$ cat src/rtl/seg7_pkg.sv
// Shared types and helpers for the 7-segment scan driver.
// Optional build macro used by seg7_scan_driver: LEADING_ZERO_BLANK_EN.
package seg7_pkg;

    // Decoder blank code: the downstream BCD decoder renders this as dark.
    localparam logic [3:0] BLANK_CODE = 4'hF;

    // Widest digit buffer the helper accepts (NDIG <= 8).
    localparam int unsigned MAX_DIG = 8;

    typedef enum logic {BLANK, DRIVE} scan_state_t;

    // Pick BCD digit idx out of a packed buffer (digit 0 in the low nibble).
    function automatic logic [3:0] digit_sel(input logic [4*MAX_DIG-1:0] dig_buf,
                                             input int unsigned          idx);
        logic [4*MAX_DIG-1:0] shifted;
        shifted = dig_buf >> (4 * idx);
        return shifted[3:0];
    endfunction

endpackage

$ cat src/rtl/seg7_slot_timer.sv
// Slot prescaler: counts PRESCALE cycles per digit slot and flags the slot start,
// the last dead-time cycle and the last cycle of the slot.
module seg7_slot_timer #(
    parameter int unsigned PRESCALE = 1000,
    parameter int unsigned DEAD     = 8
) (
    input  logic clk_i,
    input  logic rst_ni,
    input  logic en_i,
    output logic slot_start_o,
    output logic dead_done_o,
    output logic slot_end_o
);

    localparam int unsigned     CntW     = $clog2(PRESCALE);
    localparam logic [CntW-1:0] CntLast  = CntW'(PRESCALE - 1);
    localparam logic [CntW-1:0] DeadLast = CntW'((DEAD == 0) ? 0 : DEAD - 1);

    logic [CntW-1:0] cnt_q, cnt_d;

    // Flags decoded from the current count.
    always_comb begin
        slot_start_o = (cnt_q == '0);
        slot_end_o   = (cnt_q == CntLast);
        // With no dead time the drive phase starts on the slot's first cycle.
        dead_done_o  = (DEAD == 0) ? 1'b1 : (cnt_q == DeadLast);
    end

    // Next count: wrap at the slot end, clear while the scan is disabled.
    always_comb begin
        cnt_d = cnt_q;
        if (!en_i) begin
            cnt_d = '0;
        end else if (cnt_q == CntLast) begin
            cnt_d = '0;
        end else begin
            cnt_d = cnt_q + 1'b1;
        end
    end

    // Count register.
    always_ff @(posedge clk_i or negedge rst_ni) begin
        if (!rst_ni) begin
            cnt_q <= '0;
        end else begin
            cnt_q <= cnt_d;
        end
    end

endmodule

$ cat src/rtl/seg7_scan_driver.sv
// Time-multiplexed, double-buffered scan driver feeding a BCD-to-7-segment decoder.
// Build macro: LEADING_ZERO_BLANK_EN blanks leading zero digits (digit 0 is always shown).
module seg7_scan_driver
    import seg7_pkg::*;
#(
    parameter int unsigned NDIG     = 4,
    parameter int unsigned PRESCALE = 1000,
    parameter int unsigned DEAD     = 8
) (
    input  logic              clk_i,
    input  logic              rst_ni,
    input  logic              en_i,
    input  logic              load_i,
    input  logic [4*NDIG-1:0] digits_i,
    output logic [3:0]        num_o,
    output logic [NDIG-1:0]   an_o,
    output logic              frame_o
);

    localparam int unsigned     IdxW    = $clog2(NDIG);
    localparam logic [IdxW-1:0] IdxLast = IdxW'(NDIG - 1);

    scan_state_t       state_q, state_d;
    logic [IdxW-1:0]   idx_q, idx_d;
    logic [3:0]        num_q, num_d;
    logic [NDIG-1:0]   an_q, an_d;
    logic              frame_q, frame_d;
    logic [4*NDIG-1:0] pend_q, pend_d;
    logic              pend_vld_q, pend_vld_d;
    logic [4*NDIG-1:0] active_q, active_d;

    logic                 slot_start;
    logic                 dead_done;
    logic                 slot_end;
    logic                 drive_now;
    logic [4*NDIG-1:0]    act_nxt;
    logic [4*MAX_DIG-1:0] act_ext;

    seg7_slot_timer #(
        .PRESCALE (PRESCALE),
        .DEAD     (DEAD)
    ) u_slot_timer (
        .clk_i        (clk_i),
        .rst_ni       (rst_ni),
        .en_i         (en_i),
        .slot_start_o (slot_start),
        .dead_done_o  (dead_done),
        .slot_end_o   (slot_end)
    );

    // Scan FSM, buffer swap and next values of the registered outputs.
    always_comb begin
        state_d    = state_q;
        idx_d      = idx_q;
        num_d      = num_q;
        an_d       = '1;
        frame_d    = 1'b0;
        pend_d     = pend_q;
        pend_vld_d = pend_vld_q;
        active_d   = active_q;
        act_nxt    = active_q;
        act_ext    = '0;
        // DEAD = 0 leaves BLANK transient, so the digit is driven from the slot's first cycle.
        drive_now  = (state_q == DRIVE) || (DEAD == 0);

        if (en_i) begin
            unique case (state_q)
                BLANK:   if (dead_done) state_d = DRIVE;
                DRIVE:   state_d = DRIVE;
                default: state_d = BLANK;
            endcase

            if (slot_end) begin
                state_d = BLANK;
                idx_d   = (idx_q == IdxLast) ? '0 : idx_q + 1'b1;
            end

            // AN follows the phase of the cycle being left, so it trails NUM by DEAD cycles.
            if (drive_now) begin
                an_d = ~({{(NDIG-1){1'b0}}, 1'b1} << idx_q);
            end

            if (slot_start) begin
                if (idx_q == '0) begin
                    frame_d = 1'b1;
                    if (pend_vld_q) begin
                        act_nxt    = pend_q;
                        pend_vld_d = 1'b0;
                    end
                end
                active_d                = act_nxt;
                act_ext[4*NDIG-1:0]     = act_nxt;
                num_d                   = digit_sel(act_ext, int'(idx_q));
`ifdef LEADING_ZERO_BLANK_EN
                // This digit and every digit above it are zero: render dark.
                if ((idx_q != '0) && ((act_ext >> (4 * idx_q)) == '0)) begin
                    num_d = BLANK_CODE;
                end
`endif
            end
        end else begin
            state_d = BLANK;
            idx_d   = '0;
            num_d   = BLANK_CODE;
        end

        // Applied last so a LOAD on the frame boundary re-arms the pending buffer.
        if (load_i) begin
            pend_d     = digits_i;
            pend_vld_d = 1'b1;
        end
    end

    // State, buffers and output registers.
    always_ff @(posedge clk_i or negedge rst_ni) begin
        if (!rst_ni) begin
            state_q    <= BLANK;
            idx_q      <= '0;
            num_q      <= BLANK_CODE;
            an_q       <= '1;
            frame_q    <= 1'b0;
            pend_q     <= '0;
            pend_vld_q <= 1'b0;
            active_q   <= '0;
        end else begin
            state_q    <= state_d;
            idx_q      <= idx_d;
            num_q      <= num_d;
            an_q       <= an_d;
            frame_q    <= frame_d;
            pend_q     <= pend_d;
            pend_vld_q <= pend_vld_d;
            active_q   <= active_d;
        end
    end

    assign num_o   = num_q;
    assign an_o    = an_q;
    assign frame_o = frame_q;

endmodule
$ cat config.mk
export PLATFORM = sky130hd
export DESIGN_NAME = seg7_scan_driver
export DESIGN_NICKNAME = d
export VERILOG_FILES = /design/src/rtl/seg7_pkg.sv /design/src/rtl/seg7_slot_timer.sv /design/src/rtl/seg7_scan_driver.sv
export SDC_FILE = /design/constraint.sdc
export NUM_CORES = 1
export LEC_CHECK = 0
export CAP_MARGIN = 5
export CORE_ASPECT_RATIO = 1.5
export CORE_MARGIN = 8
export CORE_UTILIZATION = 35
export CTS_CLUSTER_DIAMETER = 150
export DETAILED_ROUTE_END_ITERATION = 12
export GPL_ROUTABILITY_DRIVEN = 0
export PLACE_DENSITY = 0.56
export SLEW_MARGIN = 15
export SYNTH_ARGS = -nofsm -noshare
export SYNTH_HDL_FRONTEND = slang
export SYNTH_SLANG_ARGS = --single-unit
$ cat constraint.sdc
create_clock -name clk_i -period 4.35 [get_ports clk_i]
set_clock_uncertainty 0.1 [all_clocks]
set_input_delay 0.6525 -clock clk_i [delete_from_list [all_inputs] [get_ports clk_i]]
set_output_delay 0.6525 -clock clk_i [all_outputs]
set_load 0.005 [all_outputs]
==> results of run 1 <==
-- flip-flops by register name (all words and copies together) (netlist names), 2 cells and up --
signal,cells
an_o,4
num_o,4
pend_q,16
idx_q,2
active_q,16
u_slot_timer.cnt_q,10
-- cell usage after synthesis --
master     instances
buf_2              1
nand4_1            1
dfrtp_1           47
nor3_1             3
and2_2             1
nand3_1            8
nand4_4            1
mux2_2            22
nor3b_2            1
dfstp_2            8
mux4_2             6
clkinv_1           2
mux2_4            10
buf_6              1
a2bb2oi_1          4
nor2b_1            2
ha_1               6
a21o_1             1
mux2i_1            8
and2_1             3
o221a_2            2
nor2_1            14
xnor2_1            6
inv_1              4
nor4_2             2
buf_4              1
nand2_1           12
and4_1             1
nand2b_1           2
xor2_1             2
clkbuf_1           4
a21oi_1            1
-- path summary, 6_finish.rpt --
kind	startpoint	end	slack [ns]
worst max-delay path	idx_q[0]	active_q[2]	1.74
worst min-delay path	rst_ni	u_slot_timer.cnt_q[7]	0.26
worst max register to register	idx_q[0]	active_q[2]	1.74
worst min register to register	pend_vld_q	pend_vld_q	0.39
max in group asynchronous	rst_ni	num_o[3]	3.04
min in group clk_i	pend_vld_q	pend_vld_q	0.39
-- power by group --
group          total (mW)  internal (mW)  switching (mW)  leakage (nW)
Sequential          0.644          0.593          0.0509         0.662
Clock               0.337          0.172           0.165        0.0581
Combinational       0.213          0.146          0.0670         0.579
-- stage by stage --
stage,hold WS [ns],utilization
3_3_place_gp,0.3809,0.4071
2_1_floorplan,0.2569,-
4_1_cts,0.2695,0.4228
6_report,0.2553,0.4228
5_1_grt,0.2921,0.4228
3_5_place_dp,0.3778,0.4071
-- final cells by class --
cell class              count  area (um^2)  area share
flip-flops and latches     55         1386      0.4567
multi-input cells         119         1106      0.3644
clock inverters             3        43.79     0.01443
inverters                   6        22.52    0.007420
clock buffers               5        68.82     0.02267
well taps                 100        125.1     0.04122
repair buffers             29        282.8     0.09316
-- cells by family (layout without fill, tap and decap cells) --
group,after synthesis,after routing,share of synthesized area
mux,46,46,0.2401
compound gates,8,8,0.02743
fa+ha+maj,6,6,0.02940
buf+inv,13,43,0.02400
simple gates,51,51,0.1088
flops,55,55,0.5429
xor+xnor,8,8,0.02744
-- cells in the final DEF (no fill, tap or decap), drive strengths merged --
cell,n
nor3b,1
clkbuf,5
a21oi,1
clkinv,4
bufinv,1
dfrtp,47
o221a,2
mux4,6
buf,2
and2,4
nor2b,2
xor2,2
nand3,8
inv,4
and4,1
nand2b,2
nor4,2
nor2,14
nand4,2
clkdlybuf4s50,27
a2bb2oi,4
xnor2,6
nand2,12
a21o,1
nor3,3
mux2,32
ha,6
mux2i,8
dfstp,8
-- layer usage --
| metal | global-route usage | vias up | share of wire | wire (um) |
|---|---|---|---|---|
| li1 | - | 711 | - | - |
| met1 | 0.1243 | 723 | 0.45 | 2150 |
| met2 | 0.1685 | 25 | 0.51 | 2423 |
| met3 | 0.02649 | 4 | 0.031 | 149 |
| met4 | 0.04295 | 0 | 0.011 | 51 |
| met5 | 0 | - | 0 | 0 |
==> flow_summary_export.csv, run 1 <==
group,metric,value,unit
run_status,status,"finished, final reports clean",
detailed_routing,dr.first_iter.drc_count,54,
place,dp_cells,309,
sta,relSlewSlack,0.5128,
critical_path,cp-end-kind,"flop",
clock_tree,post_cts_buffers,0,
synth,netlist_area,2554,um^2
detailed_routing,vias_per_cell,4.615,
global_routing,grt_max_degree,30,
sta,post-route-period-util,0.6010,
global_routing,grt_pass1_vias,1668,
synth,synth.net_count,213,
clock_tree,numCtsBuffers,5,
synth,synthDistinctLibCells,32,
critical_path,start_kind,"flop",
detailed_routing,drc,0,
critical_path,cp.depth,5,
critical_path,crit_type,"reg2reg",
critical_path,slowest_stage,"and2_1",
synth,synth_area_leaders,"dfrtp_1 (46%), mux2_2 (9.7%), dfstp_2 (8.2%)",
floorplanning,start_util,0.3557,
detailed_routing,wire_per_inst,15.06,um
critical_path,critPathRequiredTime,4.44,ns
sta,rsz0062_at_grt,"no",
job,drv_cap,0,
synth,syn_inst,187,
power_and_ir_drop,p_leak,1.299,nW
floorplanning,row_count,38,
floorplanning,io_pins,29,
global_routing,grt_use_total,0.1027,
min_path,hp-class,"in2async",
critical_path,path_buf_inv,1,
clock_tree,clk_pin_slew,0.10,ns
synth,yosysWarnings,0,
power_and_ir_drop,ir_drop,0.1329,mV
cells_and_area,antenna_cells,0,
clock_tree,post_cts_hold_buffer_count,0,
floorplanning,die_x,85.75,um
sta,max_freq,0.3825,GHz
critical_path,arrival,2.71,ns
synth,syn-mean-instance-area,13.66,um^2
cells_and_area,layout-drive-gt1-share,0.2903,
synth,yosysTopAreaCellShare,0.4606,
floorplanning,core,7179,um^2
cells_and_area,nNetsFinal,242,
detailed_routing,dr.pass1.iters,4,
clock_tree,post_cts_resize_count,0,
clock_tree,root_buffer,"clkbuf_8",
sta,min_period,2.614,ns
global_routing,grt_antenna_before_repair,0,
critical_path,r2r_cells,5,
floorplanning,die_area,10340,um^2
clock_tree,clk-insertion-delay-late,0.31,ns
cells_and_area,final_cell_area,3035,um^2
detailed_routing,postRouteAntennaNets,0,
sta,drv_slew,0,
global_routing,grt_pass1_wl,8369,um
critical_path,path_max_fanout,16,
place,dp_hpwl,3527,um
synth,ys_ff_latch,55,
cells_and_area,final_cells,317,
cells_and_area,area_growth,18.86,%
floorplanning,die_h,120.6,um
power_and_ir_drop,finalPower,1.194,mW
clock_tree,cts.sinks,55,
synth,ys_seq_area_frac,0.5429,
detailed_routing,drt-total-wl,4773,um
critical_path,path_delay_family,"simple AND/OR/NAND/NOR gates",
critical_path,path_cells,"clkinv_1, ha_1, and2_1, nand4_4, mux2_4",
synth,yosysTopAreaCell,"dfrtp_1",
sta,worst_pin_slew,0.7285,ns
place,postPlaceCellArea,2923,um^2
clock_tree,cts_tree,"done",
sta,hold_violations,0,
detailed_routing,vias,1463,
cells_and_area,n_fill_cell,702,
clock_tree,htreeDepth,2,
clock_tree,clock_path_buffers,2,
sta,setup_viol,0,
global_routing,gr-total-overflow,0,
sta,finalSetupTns,0,ns
sta,setup_ws,1.736,ns
place,numPortBuffers,28,
power_and_ir_drop,p_per_area,393.4,nW/um^2
place,pre_cts_slack,1.661,ns
critical_path,cpPeakStageDelay,0.61,ns
Power figures use the tool's default switching activity.
==> inputs of run 2 (changes only) <==
- PLACE_DENSITY: 0.56 -> 0.58
- clock period: 4.35 -> 2.3 ns (I/O delays scaled with it)
==> run 2 against run 1 <==
Effect of this change:
- sequential power rose by 88%
- setup slack got worse by 1.4 ns
- largest cell class unchanged
- die area is the same
- worst hold slack improved by 0.12 ns
- non-clock buffer count is 11 higher
- critical path depth grew 2
- first-iteration DRC count up 1.9%
- global-route usage rose by 0.26 points
- combinational power up 100%
- routed wire length rose by 1.3%
- total power is 80% higher
- sequential share of layout area down 1.0 points
==> flow_summary_export.csv, run 2 (synthesis results as in run 1) <==
group,metric,value,unit
run_status,status,"finished, final reports clean",
detailed_routing,vias,1557,
clock_tree,post_cts_resize_count,0,
cells_and_area,top_regs,"active_q: 16 flops, pend_q: 16 flops, u_slot_timer.cnt_q: 10 flops",
global_routing,grt_max_degree,27,
critical_path,rr_endpoint,"active_q[4]",
sta,hold_violations,0,
power_and_ir_drop,switching_share,0.2454,
power_and_ir_drop,power_frac_seq,0.562,
critical_path,r2r_cells,7,
critical_path,critPathRequiredTime,2.40,ns
critical_path,crit_type,"reg2reg",
critical_path,arrival,2.09,ns
job,drv_cap,0,
global_routing,grt_use_total,0.1053,
power_and_ir_drop,clockPowerShare,0.240,
clock_tree,clock_path_buffers,2,
sta,setup_ws,0.3134,ns
place,dp_hpwl,3577,um
floorplanning,die_h,120.6,um
sta,relSlewSlack,0.6992,
detailed_routing,drt-total-wl,4835,um
detailed_routing,vias_per_cell,4.747,
place,numPortBuffers,28,
clock_tree,clk_pin_slew,0.09,ns
global_routing,gr-total-overflow,0,
sta,finalSetupTns,0,ns
floorplanning,die_area,10340,um^2
critical_path,path_max_fanout,16,
sta,drv_slew,0,
sta,max_freq,0.5034,GHz
cells_and_area,final_cell_mix,"dfrtp_1 (47), clkdlybuf4s50_1 (27), mux2_2 (22)",
place,pre_cts_slack,0.3319,ns
critical_path,start_kind,"flop",
critical_path,rrSetupSlack,0.31,ns
power_and_ir_drop,p_per_area,691.6,nW/um^2
detailed_routing,drc,0,
floorplanning,die_x,85.75,um
clock_tree,cts.sinks,55,
detailed_routing,postRouteAntennaNets,0,
sta,setup_viol,0,
detailed_routing,wire_per_inst,14.74,um
critical_path,cp-end-kind,"flop",
cells_and_area,nNetsFinal,253,
floorplanning,core,7179,um^2
global_routing,grt_antenna_before_repair,0,
floorplanning,start_util,0.3557,
detailed_routing,dr.first_iter.drc_count,55,
cells_and_area,area_growth,21.56,%
clock_tree,htreeDepth,2,
floorplanning,io_pins,29,
clock_tree,numCtsBuffers,5,
clock_tree,root_buffer,"clkbuf_8",
global_routing,grt_pass1_wl,8507,um
critical_path,rr_startpoint,"idx_q[0]",
clock_tree,post_cts_buffers,0,
cells_and_area,layout-drive-gt1-share,0.3202,
detailed_routing,dr.pass1.iters,4,
floorplanning,row_count,38,
min_path,hp-class,"in2async",
sta,worst_pin_slew,0.4475,ns
sta,min_period,1.987,ns
global_routing,grt_pass1_vias,1751,
power_and_ir_drop,ir_drop,0.3789,mV
power_and_ir_drop,comb_power_share,0.198,
sta,rsz0062_at_grt,"no",
power_and_ir_drop,p_leak,1.345,nW
cells_and_area,final_common_cell,"dfrtp_1",
power_and_ir_drop,internal_power,1.620,mW
cells_and_area,antenna_cells,0,
clock_tree,cts_tree,"done",
clock_tree,post_cts_hold_buffer_count,1,
power_and_ir_drop,p_sw,0.5268,mW
clock_tree,clk-insertion-delay-late,0.31,ns
sta,post-route-period-util,0.8638,
==> run 2: worst max-delay path, stage by stage, from the launching register on <==
cell and delay (ns):
dfrtp_1 0.38, clkinv_1 0.09, ha_1 0.24, and2_1 0.18, buf_4 0.16, nand4_4 0.08
buf_4 0.28, mux2_2 0.37
==> run 2: per-layer routing <==
layer  up-vias  global-route usage  part of all wire
met5         -                   0                 0
met1       791              0.1182              0.43
li1        735                   -                 -
met2        24              0.1827              0.53
met4         0             0.05066             0.020
met3         7             0.02446             0.027
==> run 2: cell type report <==
type,count,area [um^2]
Timing Repair Buffer,40,380.4
Multi-Input combinational cell,119,1106
Clock inverter,3,15.01
Tap cell,100,125.1
Inverter,6,22.52
Fill cell,664,4075
Sequential cell,55,1386
Clock buffer,5,68.82
==> run 2: worst max path at each step <==
stage                        endpoint  depth (start not counted)  slack, ns     start
after floorplan           active_q[0]                          7       0.13  idx_q[0]
after global placement    active_q[7]                          7       0.39  idx_q[0]
after detailed placement  active_q[4]                          7       0.33  idx_q[0]
after CTS                 active_q[4]                          7       0.30  idx_q[0]
after global routing      active_q[3]                          7       0.21  idx_q[0]
final                     active_q[4]                          7       0.31  idx_q[0]
==> run 2: metrics by stage <==
step | hold slack [ns] | utilization | cells | total power [mW] | instance area [um^2]
floorplan | -0.05059 | - | 187 | 1.505 | 2554
global placement | 0.1921 | 0.4193 | 319 | 1.645 | 3010
detailed placement | 0.1880 | 0.4193 | 319 | 1.657 | 3010
CTS | 0.3827 | 0.4324 | 328 | 2.185 | 3104
global route | 0.4144 | 0.4324 | 328 | 2.272 | 3104
finish | 0.3786 | 0.4324 | 328 | 2.147 | 3104
==> run 2: power by group through the flow <==
stage               Combinational [mW]  Sequential [mW]  Clock (mW)
finish                           0.425             1.21       0.516
floorplan                        0.307             1.20           0
CTS                              0.434             1.21       0.542
global placement                 0.422             1.22           0
detailed placement               0.430             1.23           0
global route                     0.467             1.23       0.578
==> inputs of run 3 (changes only) <==
- CORE_UTILIZATION: 35 -> 30
- PLACE_DENSITY: 0.58 -> 0.52
==> run 3 against run 2 <==
Effect of this change:
- maximum frequency shrank 3.0%
- sequential share of layout area fell by 0.93 points
- critical path depth is 1 lower
- clock power up 53%
- routed wire length is 1.7% higher
- clock-buffer cell count grew 3
- non-clock buffer count is 2 lower
- sequential power is essentially flat
- setup slack got worse by 0.062 ns
- global-route usage is 1.7 points lower
- via count shrank 2.6%
- total power is 13% higher
- critical path type unchanged
==> flow_summary_export.csv, run 3 (synthesis results as in run 1) <==
group,metric,value,unit
sta,min_period,2.049,ns
sta,drv_slew,0,
sta,rsz0062_at_grt,"no",
critical_path,crit_type,"reg2reg",
power_and_ir_drop,ir_drop,0.3013,mV
floorplanning,die_x,91.33,um
sta,hold_violations,0,
run_status,status,"finished, final reports clean",
cells_and_area,final_cells,333,
detailed_routing,vias,1516,
sta,post-route-period-util,0.8907,
power_and_ir_drop,clockPowerShare,0.327,
critical_path,arrival,2.12,ns
cells_and_area,final_cell_mix,"dfrtp_1 (47), clkdlybuf4s50_1 (27), mux2_2 (22)",
global_routing,grt_pass1_vias,1686,
sta,setup_ws,0.2513,ns
floorplanning,row_count,41,
global_routing,grt_antenna_before_repair,0,
critical_path,slowest_stage,"dfrtp_1",
power_and_ir_drop,p_leak,1.367,nW
clock_tree,clock_path_buffers,2,
place,numPortBuffers,28,
clock_tree,clk_pin_slew,0.07,ns
global_routing,grt_pass1_wl,8307,um
power_and_ir_drop,finalPower,2.420,mW
cells_and_area,final_common_cell,"dfrtp_1",
clock_tree,numCtsBuffers,5,
place,postPlaceCellArea,3004,um^2
job,drv_cap,0,
sta,finalSetupTns,0,ns
cells_and_area,layout-drive-gt1-share,0.3097,
power_and_ir_drop,power_frac_seq,0.500,
detailed_routing,drt-total-wl,4915,um
detailed_routing,dr.pass1.iters,4,
cells_and_area,top_regs,"active_q: 16 flops, pend_q: 16 flops, u_slot_timer.cnt_q: 10 flops",
critical_path,path_cells,"clkinv_1, ha_1, and2_1, buf_12, nand4_4, mux2_4",
place,dp_cells,324,
floorplanning,die_h,129.0,um
detailed_routing,postRouteAntennaNets,0,
critical_path,path_delay_family,"simple AND/OR/NAND/NOR gates",
cells_and_area,area_growth,24.15,%
power_and_ir_drop,p_sw,0.5450,mW
sta,relSlewSlack,0.6872,
cells_and_area,n_fill_cell,835,
global_routing,grt_max_degree,22,
power_and_ir_drop,internal_power,1.875,mW
global_routing,gr-total-overflow,0,
sta,setup_viol,0,
detailed_routing,wire_per_inst,14.76,um
floorplanning,start_util,0.3054,
cells_and_area,nNetsFinal,251,
power_and_ir_drop,switching_share,0.2252,
floorplanning,die_area,11780,um^2
critical_path,start_kind,"flop",
detailed_routing,drc,0,
clock_tree,cts.sinks,55,
critical_path,critPathRequiredTime,2.37,ns
sta,worst_pin_slew,0.4692,ns
clock_tree,cts_tree,"done",
min_path,hp-class,"reg2reg",
power_and_ir_drop,p_per_area,763.2,nW/um^2
critical_path,path_max_fanout,16,
clock_tree,post_cts_resize_count,0,
detailed_routing,dr.first_iter.drc_count,55,
critical_path,path_buf_inv,2,
sta,fin_hold_ws,0.3695,ns
place,pre_cts_slack,0.2251,ns
global_routing,grt_use_total,0.08866,
floorplanning,io_pins,29,
cells_and_area,final_cell_area,3171,um^2
critical_path,cpPeakStageDelay,0.45,ns
clock_tree,clk-insertion-delay-late,0.29,ns
place,dp_hpwl,3564,um
critical_path,cp-end-kind,"flop",
power_and_ir_drop,comb_power_share,0.173,
sta,max_freq,0.4881,GHz
floorplanning,core,8362,um^2
clock_tree,root_buffer,"clkbuf_16",
detailed_routing,vias_per_cell,4.553,
cells_and_area,final_util,0.3792,
cells_and_area,antenna_cells,0,
clock_tree,htreeDepth,2,
run 3: cell count changes in the layout (fill, tap and decap cells not counted), sizes merged:
cell and change:
clkbuf +3, buf -2, clkinv -3
run 3: layout make-up:
| type | count | area, um^2 | share of cell area |
|---|---|---|---|
| sequential | 55 | 1386 | 0.4373 |
| multi-input combinational | 119 | 1106 | 0.3489 |
| timing repair buffer | 38 | 365.4 | 0.1152 |
| clock buffer | 8 | 156.4 | 0.04933 |
| tap | 107 | 133.9 | 0.04223 |
| inverter | 6 | 22.52 | 0.007103 |
run 3: repair_timing:
item / CTS / global route
setup buffers: 0 / 0
hold buffers: 1 / 0
endpoints found under the hold margin: 17 / 0
run 3: power groups by stage:
stage | clock (mW) | sequential, mW | combinational, mW
5_1_grt | 0.849 | 1.23 | 0.456
3_3_place_gp | 0 | 1.23 | 0.417
2_1_floorplan | 0 | 1.20 | 0.307
3_5_place_dp | 0 | 1.23 | 0.428
4_1_cts | 0.817 | 1.21 | 0.430
6_report | 0.791 | 1.21 | 0.420
run 3: final timing paths:
path / from / to / slack [ns] / depth (start not counted)
min reg2reg: pend_vld_q / pend_vld_q / 0.37 / 1
min: pend_vld_q / pend_vld_q / 0.37 / 1
min in group asynchronous: rst_ni / idx_q[0] / 0.44 / 2
max in group asynchronous: rst_ni / num_o[0] / 0.97 / 3
max: idx_q[1] / active_q[1] / 0.25 / 6
max reg2reg: idx_q[1] / active_q[1] / 0.25 / 6
run 3: per-layer routing:
| layer | share of wire | routed length [um] | track usage | vias up |
|---|---|---|---|---|
| met5 | 0 | 0 | 0 | - |
| met2 | 0.52 | 2569 | 0.1590 | 23 |
| met1 | 0.43 | 2102 | 0.09861 | 757 |
| met4 | 0.018 | 90 | 0.04066 | 0 |
| li1 | - | - | - | 730 |
| met3 | 0.031 | 152 | 0.01748 | 6 |
